`src/rtl/mem_bus_arbiter.sv`:
```
// Shares one external memory bus between instruction fetch and data access, and drives the pipeline stall vector.
// Optional bus watchdog enabled by defining BUS_TIMEOUT_EN; default build waits forever for bus_ack.
module mem_bus_arbiter #(
    parameter int XLEN           = 64,
    parameter int TIMEOUT_CYCLES = 255
) (
    input  logic            clk,
    input  logic            rst,
    input  logic            if_req,
    input  logic [XLEN-1:0] if_addr,
    input  logic            mem_req,
    input  logic            mem_we,
    input  logic [XLEN-1:0] mem_addr,
    input  logic [XLEN-1:0] mem_wdata,
    input  logic [7:0]      mem_wmask,
    input  logic            id_stallreq,
    output logic            bus_req,
    output logic            bus_we,
    output logic [XLEN-1:0] bus_addr,
    output logic [XLEN-1:0] bus_wdata,
    output logic [7:0]      bus_wmask,
    input  logic            bus_ack,
    input  logic [XLEN-1:0] bus_rdata,
    output logic [31:0]     if_rdata,
    output logic [XLEN-1:0] mem_rdata,
    output logic            bus_err,
    output logic [5:0]      stall
);

    localparam logic [2:0] S_IDLE   = 3'd0;
    localparam logic [2:0] S_DATA   = 3'd1;
    localparam logic [2:0] S_FETCH  = 3'd2;
    localparam logic [2:0] S_D_DONE = 3'd3;
    localparam logic [2:0] S_F_DONE = 3'd4;

    logic [2:0] state;

`ifdef BUS_TIMEOUT_EN
    localparam int TMO_W = (TIMEOUT_CYCLES > 255) ? $clog2(TIMEOUT_CYCLES + 1) : 8;
    logic [TMO_W-1:0] tmo_cnt;
    logic             tmo_hit;

    assign tmo_hit = (tmo_cnt == TMO_W'(TIMEOUT_CYCLES - 1));
`else
    assign bus_err = 1'b0;
`endif

    // NOTE: every register here uses non-blocking assignments so all state updates see pre-edge values.
    always_ff @(posedge clk) begin
        if (rst) begin
            state     <= S_IDLE;
            bus_req   <= 1'b0;
            bus_we    <= 1'b0;
            bus_addr  <= '0;
            bus_wdata <= '0;
            bus_wmask <= 8'h00;
            if_rdata  <= 32'h0;
            mem_rdata <= '0;
`ifdef BUS_TIMEOUT_EN
            bus_err   <= 1'b0;
            tmo_cnt   <= '0;
`endif
        end else begin
`ifdef BUS_TIMEOUT_EN
            bus_err <= 1'b0;
`endif
            case (state)
                S_IDLE: begin
`ifdef BUS_TIMEOUT_EN
                    tmo_cnt <= '0;
`endif
                    // Data access is the older instruction, so it goes first.
                    if (mem_req) begin
                        state     <= S_DATA;
                        bus_req   <= 1'b1;
                        bus_we    <= mem_we;
                        bus_addr  <= mem_addr;
                        bus_wdata <= mem_wdata;
                        bus_wmask <= mem_we ? mem_wmask : 8'h00;
                    end else if (if_req) begin
                        state     <= S_FETCH;
                        bus_req   <= 1'b1;
                        bus_we    <= 1'b0;
                        bus_addr  <= if_addr;
                        bus_wdata <= '0;
                        bus_wmask <= 8'h00;
                    end
                end
                S_DATA: begin
                    if (bus_ack) begin
                        bus_req <= 1'b0;
                        if (!bus_we) mem_rdata <= bus_rdata;
                        state   <= S_D_DONE;
                    end
`ifdef BUS_TIMEOUT_EN
                    else if (tmo_hit) begin
                        bus_req <= 1'b0;
                        bus_err <= 1'b1;
                        if (!bus_we) mem_rdata <= '0;
                        state   <= S_D_DONE;
                    end else begin
                        tmo_cnt <= tmo_cnt + 1'b1;
                    end
`endif
                end
                S_FETCH: begin
                    if (bus_ack) begin
                        bus_req  <= 1'b0;
                        if_rdata <= bus_rdata[31:0];
                        state    <= S_F_DONE;
                    end
`ifdef BUS_TIMEOUT_EN
                    else if (tmo_hit) begin
                        bus_req  <= 1'b0;
                        bus_err  <= 1'b1;
                        if_rdata <= 32'h0;
                        state    <= S_F_DONE;
                    end else begin
                        tmo_cnt <= tmo_cnt + 1'b1;
                    end
`endif
                end
                S_D_DONE, S_F_DONE: state <= S_IDLE;
                default:            state <= S_IDLE;
            endcase
        end
    end

    // NOTE: the default assignment first keeps this block from inferring a latch.
    always_comb begin
        stall = 6'b000000;
        if ((state == S_IDLE && mem_req) || state == S_DATA)
            stall = 6'b011111;
        else if (id_stallreq)
            stall = 6'b000111;
        else if ((state == S_IDLE && if_req) || state == S_FETCH || (state == S_D_DONE && if_req))
            stall = 6'b000011;
    end

endmodule

```
`config.mk`:
```
export PLATFORM = sky130hd
export DESIGN_NAME = mem_bus_arbiter
export DESIGN_NICKNAME = d
export VERILOG_FILES = /design/src/rtl/mem_bus_arbiter.sv
export SDC_FILE = /design/constraint.sdc
export NUM_CORES = 1
export LEC_CHECK = 0
export ABC_CLOCK_PERIOD_IN_PS = 2600
export CAP_MARGIN = 30
export CORE_AREA = 3 3 198 200
export DETAILED_ROUTE_END_ITERATION = 8
export DIE_AREA = 0 0 201 203
export PLACE_DENSITY = 0.67
export SYNTH_ARGS = -nofsm -noshare
export SYNTH_HDL_FRONTEND = slang
export SYNTH_SLANG_ARGS = --single-unit
```
`constraint.sdc`:
```
create_clock -name clk -period 2.6 [get_ports clk]
set_input_delay 0.52 -clock clk [delete_from_list [all_inputs] [get_ports clk]]
set_output_delay 0.52 -clock clk [all_outputs]
set_load 0.05 [all_outputs]
```
; Word level (Yosys, flattened, before mapping)
; Index checks and enable logic that the tools add are counted.
[totals]
register_bits = 237
out_inout_bits = 241
[classes]
eq_ne = 7
n_mux = 21
n_bitwise = 1
reduce_logical = 15
[ops]
columns = cell, count
row1 = $mux W64, 4
row2 = $mux W8, 3
row3 = $mux W3, 5
row4 = $pmux W3 S3, 1
row5 = $reduce_and A3 Y1, 3
row6 = $eq A3 B2 Y1 const B, 2
row7 = $mux W1, 5
row8 = $mux W5, 1
row9 = $ne A2 B2 Y1 const B, 2
row10 = $reduce_and A2 Y1, 2
row11 = $reduce_bool A2 Y1, 2
row12 = $eq A3 B1 Y1 const B, 1
row13 = $logic_and A1 B1 Y1, 3
row14 = $logic_not A3 Y1, 1
row15 = $logic_or A1 B1 Y1, 3
row16 = $ne A3 B3 Y1 const B, 1
row17 = $mux W2, 1
row18 = $ne A2 B1 Y1 const B, 1
row19 = $pmux W1 S2, 1
row20 = $reduce_or A2 Y1, 1
row21 = $not A1 Y1, 1

; Longest topological paths before layout
[depth]
word_depth = 7
mapped_depth = 7
mapped_depth_nobuf = 3

; Worst setup path after synthesis
; OpenSTA, ideal clock, no wires.
[synth_path]
path_type = input-to-output
startpoint = in mem_req
endpoint = out stall[2]
arrival_ns = 2.484
slack_ns = -0.404
stages = 5
n_path_buf = 2
cell_sequence = buf_2 -> buf_2 -> nor2_1 -> nor3_1 -> or2_2
[synth_between]
elab_chain_cells = 3
[synth_lines]
columns = item, line_no
row1 = start: declaration, 11  ; input logic mem_req,
row2 = $logic_and A1 B1 Y1, 132  ; if ((state == S_IDLE && mem_req) || state == S_DATA)
row3 = $logic_or A1 B1 Y1, 132
row4 = $mux W5, 132
row5 = end: declaration, 27  ; output logic [5:0] stall
; Every way passes these cells.

; Worst setup path in the final report
[layout_path]
startpoint = reg state[2]
endpoint = out stall[4]
[layout_between]
elab_chain_cells = 4
word_cells_on_any_way = 5
classes_between = eq/ne (1) / mux (1) / reduce/logical (3)
[layout_lines]
columns = item, line_no
row1 = start: declaration, 36  ; logic [2:0] state;
row2 = start signal: assignment, 51  ; state <= S_IDLE;
row3 = start signal: assignment, 74  ; state <= S_DATA;
row4 = start signal: assignment, 81  ; state <= S_FETCH;
row5 = $logic_not A3 Y1, 132
row6 = $logic_and A1 B1 Y1, 132
row7 = $logic_or A1 B1 Y1 (*), 132
row8 = $mux W5 (*), 132
; Every way passes the cells marked *; elsewhere a longest branch is shown, timed or not.

==> key figures <==
Place
  • I/O Buffers: 509
  • Final Wtd Congestion: 0.7880
  • DP HPWL: between 20 and 30 mm

Logic synthesis
  • Gate Count Post-Synth: 909
  • #FFs+latches synth: 237
  • Compound-gate portion of the synthesized area: 0.2019
  • Post-synthesis sequential area ratio: 0.4871
  • Largest family of logic cells by synthesized area: compound AO/OA/AOI/OAI gates
  • Asr flop ratio synth: 0
  • Post-Syn Area per Cell: between 10 and 15 sq um
  • Mux contribution to synthesized area: 0.1315
  • EDFF count, synth: 0
  • Synth unique cells: 34
  • Post-synthesis adder-cell area fraction: 0
  • Syn. warnings: 0
  • Dominant synthesized flop cell: dfxtp_1
  • Mapped cell area: 9741 sq um
  • Post-Synth Simple-Gate Area: 0.1197
  • Post-Synth XOR/XNOR Area: 0.0008992

Critical path
  • CP required: 2.08 ns
  • R2r setup slk: 0.65 ns
  • Max FO, Critical Path: 6
  • Worst Setup Start Kind: flop
  • Worst EP arrival: 2.01 ns
  • Critical path type: reg2out
  • CP Capture Type: primary output

Timing
  • Min Tclk post-route: 2.535 ns
  • RSZ-0062 raised after global routing: no
  • Final max-slew violation count: 0
  • Max-slew headroom: 0.4934
  • Final hold viol count: 0
  • Fin Setup TNS: 0 ns
  • WHS: 0.2784 ns
  • Worst slew pin tran: 0.7599 ns
  • Fin crit share: 0.9748
  • Final setup viols: 0
  • Fmax: 394.5 MHz
  • Clock Skew: 0.02463 ns

Final layout
  • Total Nets Final: 1653
  • Final Util: 0.4325
  • P&R area growth vs syn: 66.83%
  • Fillers: around 3600
  • Layout cells sized above 1: 0.1055

Routing
  • Initial DRT Pass Iterations: 4
  • Total wire length: 34.50 mm
  • Met2 WL: ~17 mm
  • Remaining antenna violation count: 0
  • WL/cell: 18.01 um
  • DRT met1 WL: 14.12 mm
  • DR DRC count: 0
  • Drt first-iter violations: ~330
  • Top Metal Used: met4
  • Vias per cell: 4.450
  • Wire length on met3: 3.047 mm
  • Vias: 8527

Clock network
  • Post-CTS Resized: 1
  • Root Buffer: clkbuf_16
  • Reg clk slew, reported paths: 0.06 ns
  • Max clock buf depth: 3
  • Hold-fix buffers at CTS: 0
  • CTS tree: yes
  • # clock sinks: roughly 240
  • H-Tree Depth: 1
  • Post-CTS setup buffer count: 0
  • Clock latency on the worst-skew pair: around 0.55 ns
  • Num CTS Buffers: 28

Global route
  • Largest net degree at the start of global routing: slightly above 100
  • Antenna violations before repair: 0
  • Vias in the first global route: 8780
  • Global-route wire length before repair: between 50 and 60 mm
  • Grt total ovfl: 0
  • GRT Total Usage: 0.1582

Die
  • Site Rows: 71
  • Io pins: 512
  • Die Wd: 201 um
  • Starting Density: 0.2592
  • Die height: about 200 um
  • Die area: just over 40000 sq um
  • Core area: 37580 sq um

Outcome
  • Status: finished clean

Power
  • Pwr Density: 694.2 nW/um^2
  • Leakage: 5.873 nW
  • Worst VDD drop: between 0.0005 and 0.0006 V
  • Overall power: 11.28 mW

Hold path
  • HP Class: in2reg

Run
  • Max_cap viols: 0
placed cells by master (no fill, tap or decap), drive strengths merged:
cell type / synthesis / final
clkdlybuf4s50: 0 / 502
dfxtp: 237 / 237
nand2b: 129 / 129
mux2i: 128 / 128
a21oi: 99 / 99
nand2: 66 / 66
a22o: 65 / 65
a211oi: 64 / 64
clkbuf: 29 / 44
buf: 63 / 32
a32o: 8 / 8
clkinv: 0 / 3
diode: 0 / 2
nor2: 2 / 2
or2: 2 / 2
nor2b: 2 / 2
conb: 1 / 2
clkinvlp: 0 / 2
nor3: 2 / 2
or3: 1 / 1
o21bai: 1 / 1
and2: 1 / 1
and3b: 1 / 1
nor4bb: 1 / 1
nand4bb: 1 / 1
nor4b: 1 / 1
a2111oi: 1 / 1
o31a: 1 / 1
nor4: 1 / 1
xnor2: 1 / 1
o21ai: 1 / 1
bufinv: 0 / 1
inv: 0 / 1
area by class of cell:
cell class / count / area (sq um) / share of cell area
Timing Repair Buffer: 534 / 5464 / 0.3362
Sequential cell: 237 / 4747 / 0.2921
Multi-Input combinational cell: 581 / 4464 / 0.2747
Clock buffer: 44 / 850.8 / 0.05236
Tap cell: 511 / 639.4 / 0.03934
Clock inverter: 7 / 80.08 / 0.004928
Antenna cell: 2 / 5.005 / 0.0003080
routing by layer:
layer	GRT usage	up-vias
met1	0.1876	4031
met2	0.2770	309
li1	-	4155
met4	0.03137	0
met3	0.05660	32
met5	0	-
power by group:
group / internal (mW) / switching (mW)
Combinational: 1.32 / 1.93
Clock: 2.34 / 1.58
Sequential: 3.93 / 0.177
Total: 7.60 / 3.68
worst max-delay path: stages (launching register included):
cell     delay [ns]
dfxtp_1        0.44
buf_4          0.22
nor3_2         0.43
buf_4          0.24
buf_12         0.14
final timing paths:
check | cells after the start | startpoint | end
max | 4 | state[2] | stall[4]
min | 2 | rst | if_rdata[13]
min reg2reg | 2 | if_rdata[4] | if_rdata[4]
max reg2reg | 5 | state[2] | bus_wmask[3]
cells by family after synthesis:
group / Yosys count
AO/OA/AOI/OAI: 240
flip-flops: 237
AND/OR/NAND/NOR: 210
multiplexers: 128
buffers and inverters: 92
XOR/XNOR: 1
other: 1
synthesized netlist by cell type (2+ instances only):
cell      instances  area, sq um
buf_1             2        7.510
a211oi_1          4        30.03
mux2i_1         128         1281
nor2_1            2        7.510
buf_2            32        160.2
buf_6            20        225.2
dfxtp_1         237         4745
nand2b_1        129        807.0
nand2_1          66        247.7
a21oi_1          98        490.5
a32o_1            8        80.08
nor2b_1           2        12.51
clkbuf_1         29        108.9
a211oi_2         60        750.7
buf_4             9        67.56
a22o_1           65        569.3
sequential cells by signal, summed over array words and instances, names as in the netlist:
signal	count
bus_we	1
bus_wdata	64
mem_rdata	64
if_rdata	32
state	3
bus_req	1
bus_wmask	8
bus_addr	64
per-stage QoR:
step,area (sq um),instances,worst slack (ns)
after global routing,16250,1914,0.03674
after global placement,15280,1862,0.1493
after floorplan,9753,910,0.1042
after detailed placement,15310,1863,0.2707
after CTS,16240,1914,0.01592
final,16250,1916,0.06541
Power figures use the tool's default switching activity.
